## config.mk

```make
export PLATFORM = sky130hd
export DESIGN_NAME = pipe_nstage_pack_flat
export DESIGN_NICKNAME = d
export VERILOG_FILES = /design/src/rtl/pipe_nstage_pack_if.sv /design/src/rtl/pipe_nstage_pack.sv /design/src/flat_wrapper.sv
export SDC_FILE = /design/constraint.sdc
export NUM_CORES = 1
export LEC_CHECK = 0
export BUFFER_PORTS_ARGS = -buffer_cell sky130_fd_sc_hd__buf_2
export CAP_MARGIN = 10
export CELL_PAD_IN_SITES_DETAIL_PLACEMENT = 1
export CELL_PAD_IN_SITES_GLOBAL_PLACEMENT = 1
export CORE_ASPECT_RATIO = 0.7
export CORE_MARGIN = 2
export CORE_UTILIZATION = 43
export DETAILED_ROUTE_END_ITERATION = 7
export MAX_ROUTING_LAYER = met4
export PLACE_DENSITY_LB_ADDON = 0.05
export SLEW_MARGIN = 20
export SYNTH_ARGS = -nofsm -noshare
export SYNTH_HDL_FRONTEND = slang
export SYNTH_SLANG_ARGS = --single-unit
export TNS_END_PERCENT = 1
```

## constraint.sdc

```tcl
create_clock -name clock -period 2.2 [get_ports clock]
set_input_delay 0.11 -clock clock [delete_from_list [all_inputs] [get_ports clock]]
set_output_delay 0.11 -clock clock [all_outputs]
set_load 0.01 [all_outputs]
```

## src/rtl/pipe_nstage_pack_if.sv

```systemverilog
// rtl/pipe_nstage_pack_if.sv - bus bundle for the N-stage shift-and-pack pipeline
//
// Signals:
//   Data      word to shift into the pipeline (DATA_W)
//   En        shift request
//   Ld        pack-and-transfer request
//   R0        packed output register (DATA_W*DEPTH), oldest word in the LSBs
//   R0_valid  one-cycle pulse while a freshly loaded R0 is presented
//   full      pipeline holds DEPTH words
//   count     number of valid words held
//   ovf       one-cycle pulse: a shift was dropped because the pipeline was full
// Modports: master drives Data/En/Ld, slave (the pipeline) drives the rest.
interface pipe_nstage_pack_if #(
    parameter int DATA_W = 8,
    parameter int DEPTH  = 4
);
    logic [DATA_W-1:0]          Data;
    logic                       En;
    logic                       Ld;
    logic [DATA_W*DEPTH-1:0]    R0;
    logic                       R0_valid;
    logic                       full;
    logic [$clog2(DEPTH+1)-1:0] count;
    logic                       ovf;

    modport master (
        output Data, En, Ld,
        input  R0, R0_valid, full, count, ovf
    );

    modport slave (
        input  Data, En, Ld,
        output R0, R0_valid, full, count, ovf
    );
endinterface

```

## src/rtl/pipe_nstage_pack.sv

```systemverilog
// rtl/pipe_nstage_pack.sv - DEPTH-stage word pipeline packed into one wide output register
//
// Ports:
//   clock  rising-edge clock
//   rst    synchronous active-high reset
//   bus    pipe_nstage_pack_if.slave (Data/En/Ld in; R0/R0_valid/full/count/ovf out)
//
// Words enter at the top stage P[DEPTH-1] and move toward P[0], so after
// DEPTH shifts the oldest word sits in P[0] and lands in R0[DATA_W-1:0].
// The stages are kept as one packed vector with P[i] at bits [i*DATA_W +: DATA_W],
// which makes a load a straight copy.
module pipe_nstage_pack #(
    parameter int DATA_W = 8,
    parameter int DEPTH  = 4
) (
    input  logic              clock,
    input  logic              rst,
    pipe_nstage_pack_if.slave bus
);
    localparam int CW = $clog2(DEPTH + 1);
    localparam int PW = DATA_W * DEPTH;
    localparam logic [CW-1:0] DEPTH_C = CW'(DEPTH);
    localparam logic [CW-1:0] ONE_C   = CW'(1);

    localparam logic [1:0] S_IDLE = 2'd0;
    localparam logic [1:0] S_FILL = 2'd1;
    localparam logic [1:0] S_FULL = 2'd2;

    logic [1:0]        state_q, state_d;
    logic [PW-1:0]     pipe_q, pipe_d;
    logic [PW-1:0]     r0_q, r0_d;
    logic [CW-1:0]     count_q, count_d;
    logic              full_q, full_d;
    logic              r0_valid_q, r0_valid_d;
    logic              ovf_q, ovf_d;

    logic [PW-1:0]     shifted;
    logic [PW-1:0]     reload;
    logic [CW-1:0]     count_inc;

    // New word at the top, every other stage moves down one slot.
    assign shifted   = {bus.Data, pipe_q[PW-1:DATA_W]};
    // Load and shift in the same cycle: only the incoming word survives.
    assign reload    = {bus.Data, {(PW-DATA_W){1'b0}}};
    assign count_inc = count_q + ONE_C;

    always_comb begin
        state_d    = state_q;
        pipe_d     = pipe_q;
        r0_d       = r0_q;
        count_d    = count_q;
        r0_valid_d = 1'b0;
        ovf_d      = 1'b0;

        case (state_q)
            S_IDLE: begin
                if (bus.En) begin
                    pipe_d  = shifted;
                    count_d = ONE_C;
                    state_d = S_FILL;
                end else begin
                    pipe_d  = '0;
                end
            end
            S_FILL: begin
                if (bus.En) begin
                    pipe_d  = shifted;
                    count_d = count_inc;
                    if (count_inc == DEPTH_C) begin
                        state_d = S_FULL;
                    end
                end
            end
            S_FULL: begin
                if (bus.Ld) begin
                    r0_d       = pipe_q;
                    r0_valid_d = 1'b1;
                    if (bus.En) begin
                        pipe_d  = reload;
                        count_d = ONE_C;
                        state_d = S_FILL;
                    end else begin
                        pipe_d  = '0;
                        count_d = '0;
                        state_d = S_IDLE;
                    end
                end else if (bus.En) begin
                    ovf_d = 1'b1;
                end
            end
            default: begin
                pipe_d  = '0;
                count_d = '0;
                state_d = S_IDLE;
            end
        endcase

        full_d = (state_d == S_FULL);
    end

    always_ff @(posedge clock) begin
        if (rst) begin
            state_q    <= S_IDLE;
            pipe_q     <= '0;
            r0_q       <= '0;
            count_q    <= '0;
            full_q     <= 1'b0;
            r0_valid_q <= 1'b0;
            ovf_q      <= 1'b0;
        end else begin
            state_q    <= state_d;
            pipe_q     <= pipe_d;
            r0_q       <= r0_d;
            count_q    <= count_d;
            full_q     <= full_d;
            r0_valid_q <= r0_valid_d;
            ovf_q      <= ovf_d;
        end
    end

    assign bus.R0       = r0_q;
    assign bus.R0_valid = r0_valid_q;
    assign bus.full     = full_q;
    assign bus.count    = count_q;
    assign bus.ovf      = ovf_q;
endmodule

```

## src/flat_wrapper.sv

```systemverilog
// flat-port wrapper written by rule: the top's interface ports become plain ports
module pipe_nstage_pack_flat 
#(
    parameter int DATA_W = 8,
    parameter int DEPTH  = 4
)
  (clock, rst, bus_Data, bus_En, bus_Ld, bus_R0, bus_R0_valid, bus_full, bus_count, bus_ovf);
  pipe_nstage_pack_if #(.DATA_W(DATA_W), .DEPTH(DEPTH)) bus_i ();
  input  logic clock;
  input  logic rst;
  input wire logic [$bits(bus_i.Data)-1:0] bus_Data;
  input wire logic [$bits(bus_i.En)-1:0] bus_En;
  input wire logic [$bits(bus_i.Ld)-1:0] bus_Ld;
  output wire logic [$bits(bus_i.R0)-1:0] bus_R0;
  output wire logic [$bits(bus_i.R0_valid)-1:0] bus_R0_valid;
  output wire logic [$bits(bus_i.full)-1:0] bus_full;
  output wire logic [$bits(bus_i.count)-1:0] bus_count;
  output wire logic [$bits(bus_i.ovf)-1:0] bus_ovf;
  assign bus_i.Data = bus_Data;
  assign bus_i.En = bus_En;
  assign bus_i.Ld = bus_Ld;
  assign bus_R0 = bus_i.R0;
  assign bus_R0_valid = bus_i.R0_valid;
  assign bus_full = bus_i.full;
  assign bus_count = bus_i.count;
  assign bus_ovf = bus_i.ovf;
  pipe_nstage_pack #(.DATA_W(DATA_W), .DEPTH(DEPTH)) u_core (.clock(clock), .rst(rst), .bus(bus_i));
endmodule
```

# == Yosys cells after proc, flatten, opt, wreduce, memory -nomap -nowiden ==
# Index checks and enable logic that the tools add are counted.
# totals
reg_bits,72
in_bits,12
out_inout_bits,38
elab_cells,40
# classes
n_addsub,1
n_eq_ne,7
mux,18
n_bitwise,1
n_reduce_logical,6
# ops
cell,count
two-way mux 32 bit,4
one-hot mux 32 bit (3 select lines),1
two-way mux 3 bit,3
one-hot mux 3 bit (3 select lines),1
two-way mux 2 bit,4
"inequality test 2 bit, second input constant",3
one-hot mux 2 bit (3 select lines),1
"equality test 2 bit, second input constant",2
two-way mux 1 bit,4
AND reduction 2 bit,2
"adder 3 x 1 -> 3 bit, second input constant",1
"equality test 3 bit, second input constant",1
AND reduction 3 bit,1
OR reduction 3 bit,1
"equality test 2 x 1 -> 1 bit, second input constant",1
zero test 2 bit,1
OR reduction 2 bit,1
NOT 1 bit,1

# == Longest topological paths before layout ==
# logic_depth
ltp_word,6
ltp_mapped,6

# == Worst setup path before layout ==
# Ideal clock, no wire load.
# synth_path
path_kind,reg2reg
start,register u_core.state_q[1]
end,"register u_core.count_q[2], in the netlist u_core.bus.count[2]"
t_arrival_ps,1249
t_required_ps,2138
path_slack_ps,889
stages_incl_launch_ff,5
path_cell_list,dfxtp_1 buf_4 or3b_1 or3_1 nand3_1
# synth_via
elab_chain_len,3
# synth_rtl
item,line_no,text
start: declaration,pipe_nstage_pack.sv:29,"logic [1:0] state_q, state_d;"
start signal: assignment,pipe_nstage_pack.sv:111,state_q <= state_d;
equality test 2 bit (tied with other cells),pipe_nstage_pack.sv:55,case (state_q)
inequality test 2 bit (no line),n/a,
AND reduction 3 bit (no line),n/a,
end signal: assignment,pipe_nstage_pack.sv:114,count_q <= count_d;
end: declaration,pipe_nstage_pack.sv:32,"logic [CW-1:0] count_q, count_d;"
# Several ways; a longest one is shown, not always the timed one.
# A chain may end at the register's enable or synchronous reset.

# == Worst setup path after layout ==
# layout_path
start,register u_core.state_q[0]
end,register u_core.pipe_q[25]
# layout_via
elab_chain_len,3
# layout_rtl
item,line_no,text
equality test 2 bit / equality test 2 x 1 -> 1 bit (equally long branches),pipe_nstage_pack.sv:55,
inequality test 2 bit (no line),n/a,
AND reduction 2 bit (no line),n/a,
end signal: assignment,pipe_nstage_pack.sv:112,pipe_q <= pipe_d;
end: declaration,pipe_nstage_pack.sv:30,"logic [PW-1:0] pipe_q, pipe_d;"
# Several ways; a longest one is shown, not always the timed one.

==> metrics.cfg <==
[outcome]
status = completed

[synthesis]
syn-num-nets = 329
synth_area_per_cell_um2 = 8.34
ys_ff_latch = 72
synth.distinct_cells = 25
synth_seq_area_share_pct = 54.9
synth_warnings = 0
syn_inst = 315
synth_area_um2 = 2630

[worst_setup_path]
crit_path_end_kind = flop
critPathKind = flop to flop
cp.arrival_ps = 1750
worstPathMaxFanout = 12
cp.required_ps = 2480
cp-start-kind = flop

[hold_path]
hp-class = input port to flop

[pwr]
p_clk_share_pct = 46.9
combinationalPowerShare_pct = 3.7
power_frac_seq_pct = 49.4
p_sw_share_pct = 20.7
p_int_uw = 2140
leakage_uw = 0.00127
p_per_area_nw_per_um2 = 836
peakVddDrop_mv = 0.415
total_power_uw = 2700
p_sw_uw = 560

[finish]
finalInstanceArea_um2 = 3230
antenna_cells = 0
final_common_cell = nand2_1
mostFrequentLayoutCells = nand2_1, dfxtp_1, a21oi_1
fillers = 718
synthToLayoutAreaGrowth_pct = 23.0
nNetsFinal = 379
drive_gt1_share_pct = 19.7

[cts]
clk_pin_slew_worst_paths_ps = 80
cts_resized = 0
cts_tree = built
numCtsBuffers = 9
cts_root_buf = clkbuf_8
cts_buffer_depth = 2
clock_sinks = 72
clock_latency_ps = 340
h-tree-depth = 3

[routing]
drt_wl_total_mm = 6.23
via_per_inst = 5.14
drc = 0
drt-pass1-iter-count = 4
postRouteAntennaNets = 0
drtIter0Drc = 90
vias = 2287
routedWlPerCell_um = 14.0

[sta]
max_freq_mhz = 681
setup_ws_ps = 732
tns_ps = 0
hold_viol_final = 0
hold_ws_ps = 70.8
final_max_slew_viol_count = 0
slew_headroom_pct = 54.7
setup_viol = 0
rsz0062_at_grt = no
worst-slew-pin-transition_ps = 680
min_period_ps = 1470
period_share_pct = 66.7
fin_worst_skew_ps = 5.94

[global_routing]
grt_pass1_wl_mm = 10.6
grt_max_degree = 66
antenna_found_initial = 0
grt_util_all_layers_pct = 19.7
grt_pass1_vias = 2215
overflow = 0

[die]
die_w_um = 97.4
die_h_um = 69.4
die-area_um2 = 6760
start_util_pct = 45.2
core_area_um2 = 5810
num_rows = 23
io_pins = 50

[placement]
place_area_um2 = 2910
dp_hpwl_mm = 4.05
gp_congestion = 0.739
place_ws_ps = 742
numPortBuffers = 49

[run]
max-cap-violations = 0

## power by group through the flow
stage	Combinational [uW]	Clock [uW]	Sequential (uW)
after detailed placement	89.3	0	1360
after global routing	111	1350	1340
final	99.2	1270	1330
after floorplan	63.8	0	1360
after global placement	88.1	0	1360
after CTS	100	1290	1330
## critical path, stage by stage, from the launching register on
cell,delay (ps)
dfxtp_1,430
nand2b_1,200
a21oi_1,560
a22o_1,210
## worst paths after layout
check	depth (start not counted)	start	slack, ps	endpoint
worst max-delay path	3	u_core.state_q[0]	730	u_core.pipe_q[25]
worst min-delay path	3	rst	70	u_core.bus.ovf
worst max register to register	3	u_core.state_q[0]	730	u_core.pipe_q[25]
worst min register to register	2	u_core.bus.R0[18]	460	u_core.bus.R0[18]
## routing by layer
layer  share of wire (%)  up-vias  track usage (%)
met4                0.72        0             6.02
li1                    -     1150                -
met5                   0        -                -
met1                  50     1093             26.3
met2                  46       40             29.6
met3                 3.8        4             5.04
## what timing repair did
item / CTS / global route
setup buffers: 0 / 0
hold buffers: 8 / 0
endpoints found under the hold margin: 8 / 0
## sequential cells by signal (all words and copies together), names as in the netlist
signal               cells
u_core.bus.ovf           1
u_core.bus.count         3
u_core.bus.R0           32
u_core.bus.R0_valid      1
u_core.pipe_q           32
u_core.state_q           2
u_core.bus.full          1
## logic make-up after synthesis
| logic type | Yosys count | share of synthesized area (%) |
|---|---|---|
| buffers and inverters | 27 | 4.52 |
| adders and majority gates | 2 | 0.952 |
| DFF | 72 | 54.9 |
| xor gates and xnor gates | 1 | 0.333 |
| and+or+nand+nor | 114 | 18.8 |
| AOI/OAI and AO/OA | 99 | 20.6 |
## synth_stat cells, drive strengths merged
master / count / area share [%]
nand2: 89 / 13
o41ai: 1 / 0.33
ha: 2 / 0.95
or3b: 1 / 0.33
dfxtp: 72 / 55
buf: 12 / 2.4
clkbuf: 13 / 1.9
o21ai: 28 / 5.3
a22o: 8 / 2.7
nor2: 5 / 0.71
a21oi: 60 / 11
nand4: 1 / 0.24
nand2b: 4 / 0.95
a2111o: 1 / 0.43
nand3: 3 / 0.57
nor3b: 2 / 0.95
and3b: 1 / 0.33
o21ba: 1 / 0.38
nand3b: 1 / 0.29
xnor2: 1 / 0.33
or3: 1 / 0.24
nor2b: 6 / 1.4
inv: 2 / 0.29
## area by class of cell
| cell class | count | area [um^2] | area share (%) |
|---|---|---|---|
| flip-flops and latches | 72 | 1440 | 44.6 |
| multi-input cells | 216 | 1070 | 33.0 |
| repair buffers | 64 | 378 | 11.7 |
| clock buffers | 11 | 141 | 4.37 |
| clock inverters | 5 | 104 | 3.21 |
| well taps | 75 | 93.8 | 2.90 |
| inverters | 2 | 7.51 | 0.232 |
## through the flow
step / instances / util, %
after CTS: 445 / 55.6
final: 445 / 55.6
after global placement: 421 / 50.0
after global routing: 445 / 55.6
after detailed placement: 421 / 50.0
after floorplan: 315 / -
(Power assumes the default switching activity.)
